--- config.mk ---
export PLATFORM = sky130hd
export DESIGN_NAME = multiplier_arbiter
export DESIGN_NICKNAME = d
export VERILOG_FILES = /design/src/rtl/multiplier_arbiter.sv
export SDC_FILE = /design/constraint.sdc
export NUM_CORES = 1
export LEC_CHECK = 0
export CAP_MARGIN = 5
export CORE_MARGIN = 5
export CORE_UTILIZATION = 50
export CTS_BUF_LIST = sky130_fd_sc_hd__clkbuf_4
export CTS_CLUSTER_DIAMETER = 80
export CTS_CLUSTER_SIZE = 8
export DETAILED_ROUTE_END_ITERATION = 8
export GPL_TIMING_DRIVEN = 0
export MAX_ROUTING_LAYER = met4
export PLACE_DENSITY = 0.87
export SYNTH_ARGS = -nofsm -noshare
export SYNTH_HDL_FRONTEND = slang
export SYNTH_SLANG_ARGS = --single-unit
--- constraint.sdc ---
create_clock -name i_clk -period 2.8 [get_ports i_clk]
set_input_delay 0.84 -clock i_clk [delete_from_list [all_inputs] [get_ports i_clk]]
set_output_delay 0.84 -clock i_clk [all_outputs]
set_load 0.03 [all_outputs]
--- src/rtl/multiplier_arbiter.sv ---
// multiplier_arbiter
//   Round-robin arbiter/sequencer that shares one sequential shift-add
//   multiplier among NUM_REQ requesters. One job is in flight at a time:
//   the winning requester's operands are latched, the multiplier is started,
//   and the product (or a watchdog error) is returned to that requester.
//
// Ports
//   i_clk           clock, all state changes on the rising edge
//   i_rst           asynchronous active-high reset (shared with the multiplier)
//   i_req           per-requester request level
//   i_req_a/_b      packed operands, slice i is [i*WIDTH +: WIDTH]
//   o_gnt           one-hot grant pulse (same cycle as o_mul_start)
//   o_resp_valid    one-hot response pulse
//   o_resp_product  product for the responding requester (0 on timeout)
//   o_resp_err      high with o_resp_valid when the watchdog fired
//   o_busy          high whenever a job is in progress
//   o_mul_start     start pulse to the multiplier
//   o_mul_a/_b      operands to the multiplier, stable for the whole job
//   i_mul_done      multiplier done strobe (only honoured while waiting)
//   i_mul_product   multiplier result, valid while i_mul_done is high
module multiplier_arbiter #(
  parameter int NUM_REQ = 4,
  parameter int WIDTH   = 4,
  parameter int TIMEOUT = 32
) (
  input  logic                     i_clk,
  input  logic                     i_rst,
  input  logic [NUM_REQ-1:0]       i_req,
  input  logic [NUM_REQ*WIDTH-1:0] i_req_a,
  input  logic [NUM_REQ*WIDTH-1:0] i_req_b,
  output logic [NUM_REQ-1:0]       o_gnt,
  output logic [NUM_REQ-1:0]       o_resp_valid,
  output logic [2*WIDTH-1:0]       o_resp_product,
  output logic                     o_resp_err,
  output logic                     o_busy,
  output logic                     o_mul_start,
  output logic [WIDTH-1:0]         o_mul_a,
  output logic [WIDTH-1:0]         o_mul_b,
  input  logic                     i_mul_done,
  input  logic [2*WIDTH-1:0]       i_mul_product
);

  localparam int IW = (NUM_REQ > 1) ? $clog2(NUM_REQ) : 1;
  localparam int CW = $clog2(TIMEOUT) + 1;
  localparam logic [CW-1:0] CNT_LAST = CW'(TIMEOUT - 1);
  localparam logic [IW-1:0] LAST_RST = IW'(NUM_REQ - 1);

  typedef enum logic [1:0] {
    S_IDLE,
    S_ISSUE,
    S_WAIT,
    S_RESP
  } state_t;

  state_t               r_state;
  logic [IW-1:0]        r_owner;
  logic [IW-1:0]        r_last;
  logic [WIDTH-1:0]     r_a;
  logic [WIDTH-1:0]     r_b;
  logic [2*WIDTH-1:0]   r_prod;
  logic                 r_err;
  logic [CW-1:0]        r_cnt;
  logic [NUM_REQ-1:0]   r_gnt;
  logic [NUM_REQ-1:0]   r_resp_valid;
  logic                 r_start;
  logic                 r_busy;

  logic [IW-1:0]        w_sel;
  logic                 w_any;

  function automatic logic [NUM_REQ-1:0] onehot(input logic [IW-1:0] idx);
    logic [NUM_REQ-1:0] v;
    v      = '0;
    v[idx] = 1'b1;
    return v;
  endfunction

  // Round-robin pick: first set request scanning upward from last+1,
  // wrapping once. The candidate never exceeds 2*NUM_REQ-1, so a single
  // conditional subtraction implements the modulo.
  always_comb begin
    int cand;
    cand  = 0;
    w_any = 1'b0;
    w_sel = r_last;
    for (int k = 1; k <= NUM_REQ; k++) begin
      cand = int'(r_last) + k;
      if (cand >= NUM_REQ) cand = cand - NUM_REQ;
      if (!w_any && i_req[cand]) begin
        w_any = 1'b1;
        w_sel = IW'(cand);
      end
    end
  end

  // All outputs are registers set on the transition into the state in which
  // they are visible, so nothing is combinationally decoded from i_req.
  always_ff @(posedge i_clk or posedge i_rst) begin
    if (i_rst) begin
      r_state      <= S_IDLE;
      r_owner      <= '0;
      r_last       <= LAST_RST;
      r_a          <= '0;
      r_b          <= '0;
      r_prod       <= '0;
      r_err        <= 1'b0;
      r_cnt        <= '0;
      r_gnt        <= '0;
      r_resp_valid <= '0;
      r_start      <= 1'b0;
      r_busy       <= 1'b0;
    end else begin
      case (r_state)
        S_IDLE: begin
          if (w_any) begin
            r_owner <= w_sel;
            r_a     <= i_req_a[w_sel*WIDTH +: WIDTH];
            r_b     <= i_req_b[w_sel*WIDTH +: WIDTH];
            r_gnt   <= onehot(w_sel);
            r_start <= 1'b1;
            r_busy  <= 1'b1;
            r_state <= S_ISSUE;
          end
        end
        S_ISSUE: begin
          r_gnt   <= '0;
          r_start <= 1'b0;
          r_cnt   <= '0;
          r_state <= S_WAIT;
        end
        S_WAIT: begin
          // A done strobe takes priority over a watchdog expiring in the
          // same cycle.
          if (i_mul_done) begin
            r_prod       <= i_mul_product;
            r_err        <= 1'b0;
            r_resp_valid <= onehot(r_owner);
            r_state      <= S_RESP;
          end else if (r_cnt == CNT_LAST) begin
            r_prod       <= '0;
            r_err        <= 1'b1;
            r_resp_valid <= onehot(r_owner);
            r_state      <= S_RESP;
          end else begin
            r_cnt <= r_cnt + CW'(1);
          end
        end
        S_RESP: begin
          r_resp_valid <= '0;
          r_last       <= r_owner;
          r_busy       <= 1'b0;
          r_state      <= S_IDLE;
        end
        default: r_state <= S_IDLE;
      endcase
    end
  end

  assign o_gnt          = r_gnt;
  assign o_resp_valid   = r_resp_valid;
  assign o_resp_product = r_prod;
  assign o_resp_err     = r_err;
  assign o_busy         = r_busy;
  assign o_mul_start    = r_start;
  assign o_mul_a        = r_a;
  assign o_mul_b        = r_b;

endmodule

==> run_results.csv <==
group,metric,value,unit
min_path,hp-class,"register to register",
sta,fmax,0.411,GHz
sta,worst_slew_pin_slew,0.811,ns
setup_path,r2r_setup_slack,0.76,ns
placement,gp_congestion,0.819,
setup_path,crit_path_max_fanout,8,
sta,drv_slew,0,
drt,ant_nets,0,
synth,synthMuxAreaShare,4.79,%
synth,synth_cell_types,42,
sta,finalSetupViolations,0,
power_and_ir_drop,p_clk_share,12.3,%
synth,ys.flop_type,"dfrtp_1",
status,status,"finished clean",
drt,finalWirelength,5700,um
synth,syn_nets,266,
sta,timing.final.ws_setup,0.366,ns
sta,fin_setup_tns,0,ns
sta,clock_skew,0.0125,ns
finish,drive_gt1_share,10.2,%
sta,relSlewSlack,45.9,%
placement,io_buffers,73,
clock_tree,clockBufferDepth,2,
clock_tree,post_cts_buffers,0,
clock_tree,cts_max_level,2,
synth,synth_area,2140,um^2
finish,area_growth,40.8,%
synth,synth_seq_cells,39,
clock_tree,cts_tree,"done",
drt,wl_per_cell,16.6,um
clock_tree,cts_inserted_buffers,5,
power_and_ir_drop,intPower,1.75,mW
drt,first_pass_iters,6,
sta,min_period,2.43,ns
finish,num_antenna_cells,0,
finish,n_fill_cell,299,
clock_tree,clkSinkCount,39,
setup_path,crit_cells,6,
setup_path,timing.critical_path.from_type,"primary input",
synth,synth-compound-area-share,25.8,%
sta,fin_crit_sh,86.9,%
setup_path,cp_top_family,"compound AO/OA/AOI/OAI gates",
die,io_pins,74,
die,die_h,75.5,um
placement,place_inst,336,
drt,drt-vias-per-instance,5.93,
placement,dp_slack,0.0304,ns
setup_path,critPathKind,"primary input to register",
setup_path,cp-end-kind,"register",
power_and_ir_drop,total_power,3.14,mW
synth,synth_simple_gate_area_share,14.9,%
synth,synthXorXnorAreaFrac,0.817,%
setup_path,arrival,2.69,ns
finish,regArea,978,um^2
global_routing,grt_first_pass_wirelength,9220,um
synth,avgSynthCellArea,10.1,um^2
finish,nNetsFinal,346,
power_and_ir_drop,peakVddDrop,0.714,mV
setup_path,cpPeakStageDelay,0.55,ns
setup_path,path_cells,"clkdlybuf4s50_1 > nor2b_1 > o21ai_0 > a21oi_1 > a21bo_2 > o311ai_1",
placement,post-dp-hpwl,4180,um
job,drv_cap,0,
die,rows,23,
setup_path,worst_path_max_delay_cell,"clkdlybuf4s50_1",
finish,multi_input_area,1070,um^2
power_and_ir_drop,power.switching,1.40,mW
die,start_util,52.4,%
synth,synth_top_family_by_area,"compound AO/OA/AOI/OAI gates",
die,die-area,5700,um^2
global_routing,grt_max_degree,40,
drt,vias,2041,
clock_tree,clk_pin_slew_worst_paths,0.12,ns
power_and_ir_drop,p_comb_share,56.6,%
setup_path,path_buf_inv,1,
setup_path,crit_required,3.05,ns
synth,seq_area_frac_synth,45.7,%
setup_path,r2r_cells,6,
sta,rsz0062_at_grt,"false",
global_routing,first_global_vias,2034,
clock_tree,hold_buffers,0,
clock_tree,insertion_delay,0.36,ns
synth,ys_async_sr_fraction,100,%
synth,synth_fa_ha_area_share,3.50,%
power_and_ir_drop,p_seq_share,31.0,%
min_path,hold_depth,1,
finish,stdcell_count,344,
clock_tree,clockRootBuffer,"clkbuf_4",
clock_tree,ctsResizeCount,0,
power_and_ir_drop,switching_share,44.5,%
synth,yosysWarnings,0,
synth,synthesis.instances,213,
global_routing,grt_use_total,21.7,%
synth,synth_edf_count,0,
die,fp.dieW,75.5,um
die,core-area,4090,um^2
drt,drt_iter0_drc,143,
sta,hold_viol,0,
global_routing,grt-ovfl-total,0,
global_routing,antenna_found_initial,0,
drt,drc,0,
power_and_ir_drop,power.density,1040,nW/um^2
power_and_ir_drop,leakage,1.27,nW
state kept, by name, indices dropped and copies added (netlist names):
name / flops
o_resp_err: 1
r_cnt: 6
o_mul_start: 1
o_mul_a: 4
o_resp_product: 8
r_owner: 2
r_state: 2
o_gnt: 4
o_resp_valid: 4
o_mul_b: 4
r_last: 2
o_busy: 1
worst reg2reg max path, stage by stage, from the launching register on:
cell and delay (ns):
dfrtp_1 0.45, ha_1 0.24, and3_1 0.20, a211oi_2 0.52, mux2_2 0.40, nand2_1 0.06
o21ai_0 0.07
per-stage QoR:
step | hold slack, ns | utilization, % | cell area [um^2]
final | 0.509 | 73.9 | 3020
after floorplan | 0.454 | - | 2140
after CTS | 0.503 | 73.9 | 3020
after global placement | 0.469 | 71.9 | 2940
after detailed placement | 0.480 | 71.9 | 2940
after global routing | 0.513 | 73.9 | 3020
synthesized netlist by cell type (5+ instances only):
master / instances / area (um^2)
o31ai_1: 9 / 67.6
nand4_1: 10 / 62.6
dfrtp_1: 37 / 926
o21ai_0: 14 / 70.1
ha_1: 6 / 75.1
nand2_1: 27 / 101
a21bo_2: 7 / 70.1
nor2_1: 7 / 26.3
a22o_1: 10 / 87.6
o311ai_1: 5 / 43.8
inv_1: 11 / 41.3
clkbuf_1: 5 / 18.8
mux2i_1: 8 / 80.1
cells in the final DEF, fill, tap and decap left out, drive strengths merged, types with 3 or more instances in the layout:
cell type and count:
a21bo 7, a21oi 4, a22o 10, and2 3, buf 5, clkbuf 10
clkdlybuf4s50 73, dfrtp 37, ha 6, inv 11, mux2i 8, nand2 27
nand2b 4, nand3 3, nand4 10, nor2 7, nor2b 4, nor3 3
o211ai 3, o21ai 16, o22ai 3, o311ai 7, o31ai 9, o32a 3
power groups by stage:
stage,Sequential [mW],Clock (mW),Combinational (mW)
2_1_floorplan,1.29,0,0.816
3_3_place_gp,0.970,0,1.73
3_5_place_dp,0.983,0,1.77
4_1_cts,0.974,0.392,1.79
5_1_grt,1.00,0.415,1.93
6_report,0.976,0.387,1.78
routing by layer:
| metal | GRT usage, % | vias up | routed length, um |
|---|---|---|---|
| met1 | 26.0 | 967 | 2380 |
| met2 | 33.9 | 108 | 2650 |
| met3 | 7.12 | 9 | 586 |
| li1 | - | 957 | - |
| met5 | - | - | 0 |
| met4 | 8.16 | 0 | 82 |
layout make-up:
class,count,area share (%)
buffer,10,1.87
multi-input combinational,153,35.4
sequential,39,32.4
timing repair buffer,73,24.2
inverter,11,1.37
clock buffer,5,1.24
tap,50,2.07
clock inverter,3,1.45
path summary, 6_finish.rpt:
kind | from | to
max in group asynchronous | i_rst | r_cnt[3]
setup / recovery | i_req[3] | o_mul_b[1]
setup reg to reg | r_cnt[0] | r_cnt[3]
hold / removal | r_cnt[5] | r_cnt[5]
hold reg to reg | r_cnt[5] | r_cnt[5]
min in group asynchronous | i_rst | o_resp_product[4]
cell families after synthesis:
logic type                 after synthesis
buffers and inverters                   21
and+or+nand+nor                         63
AOI/OAI and AO/OA                       72
adders and majority gates                6
DFF                                     39
muxes                                   10
xor gates and xnor gates                 2
Power figures use the tool's default switching activity.
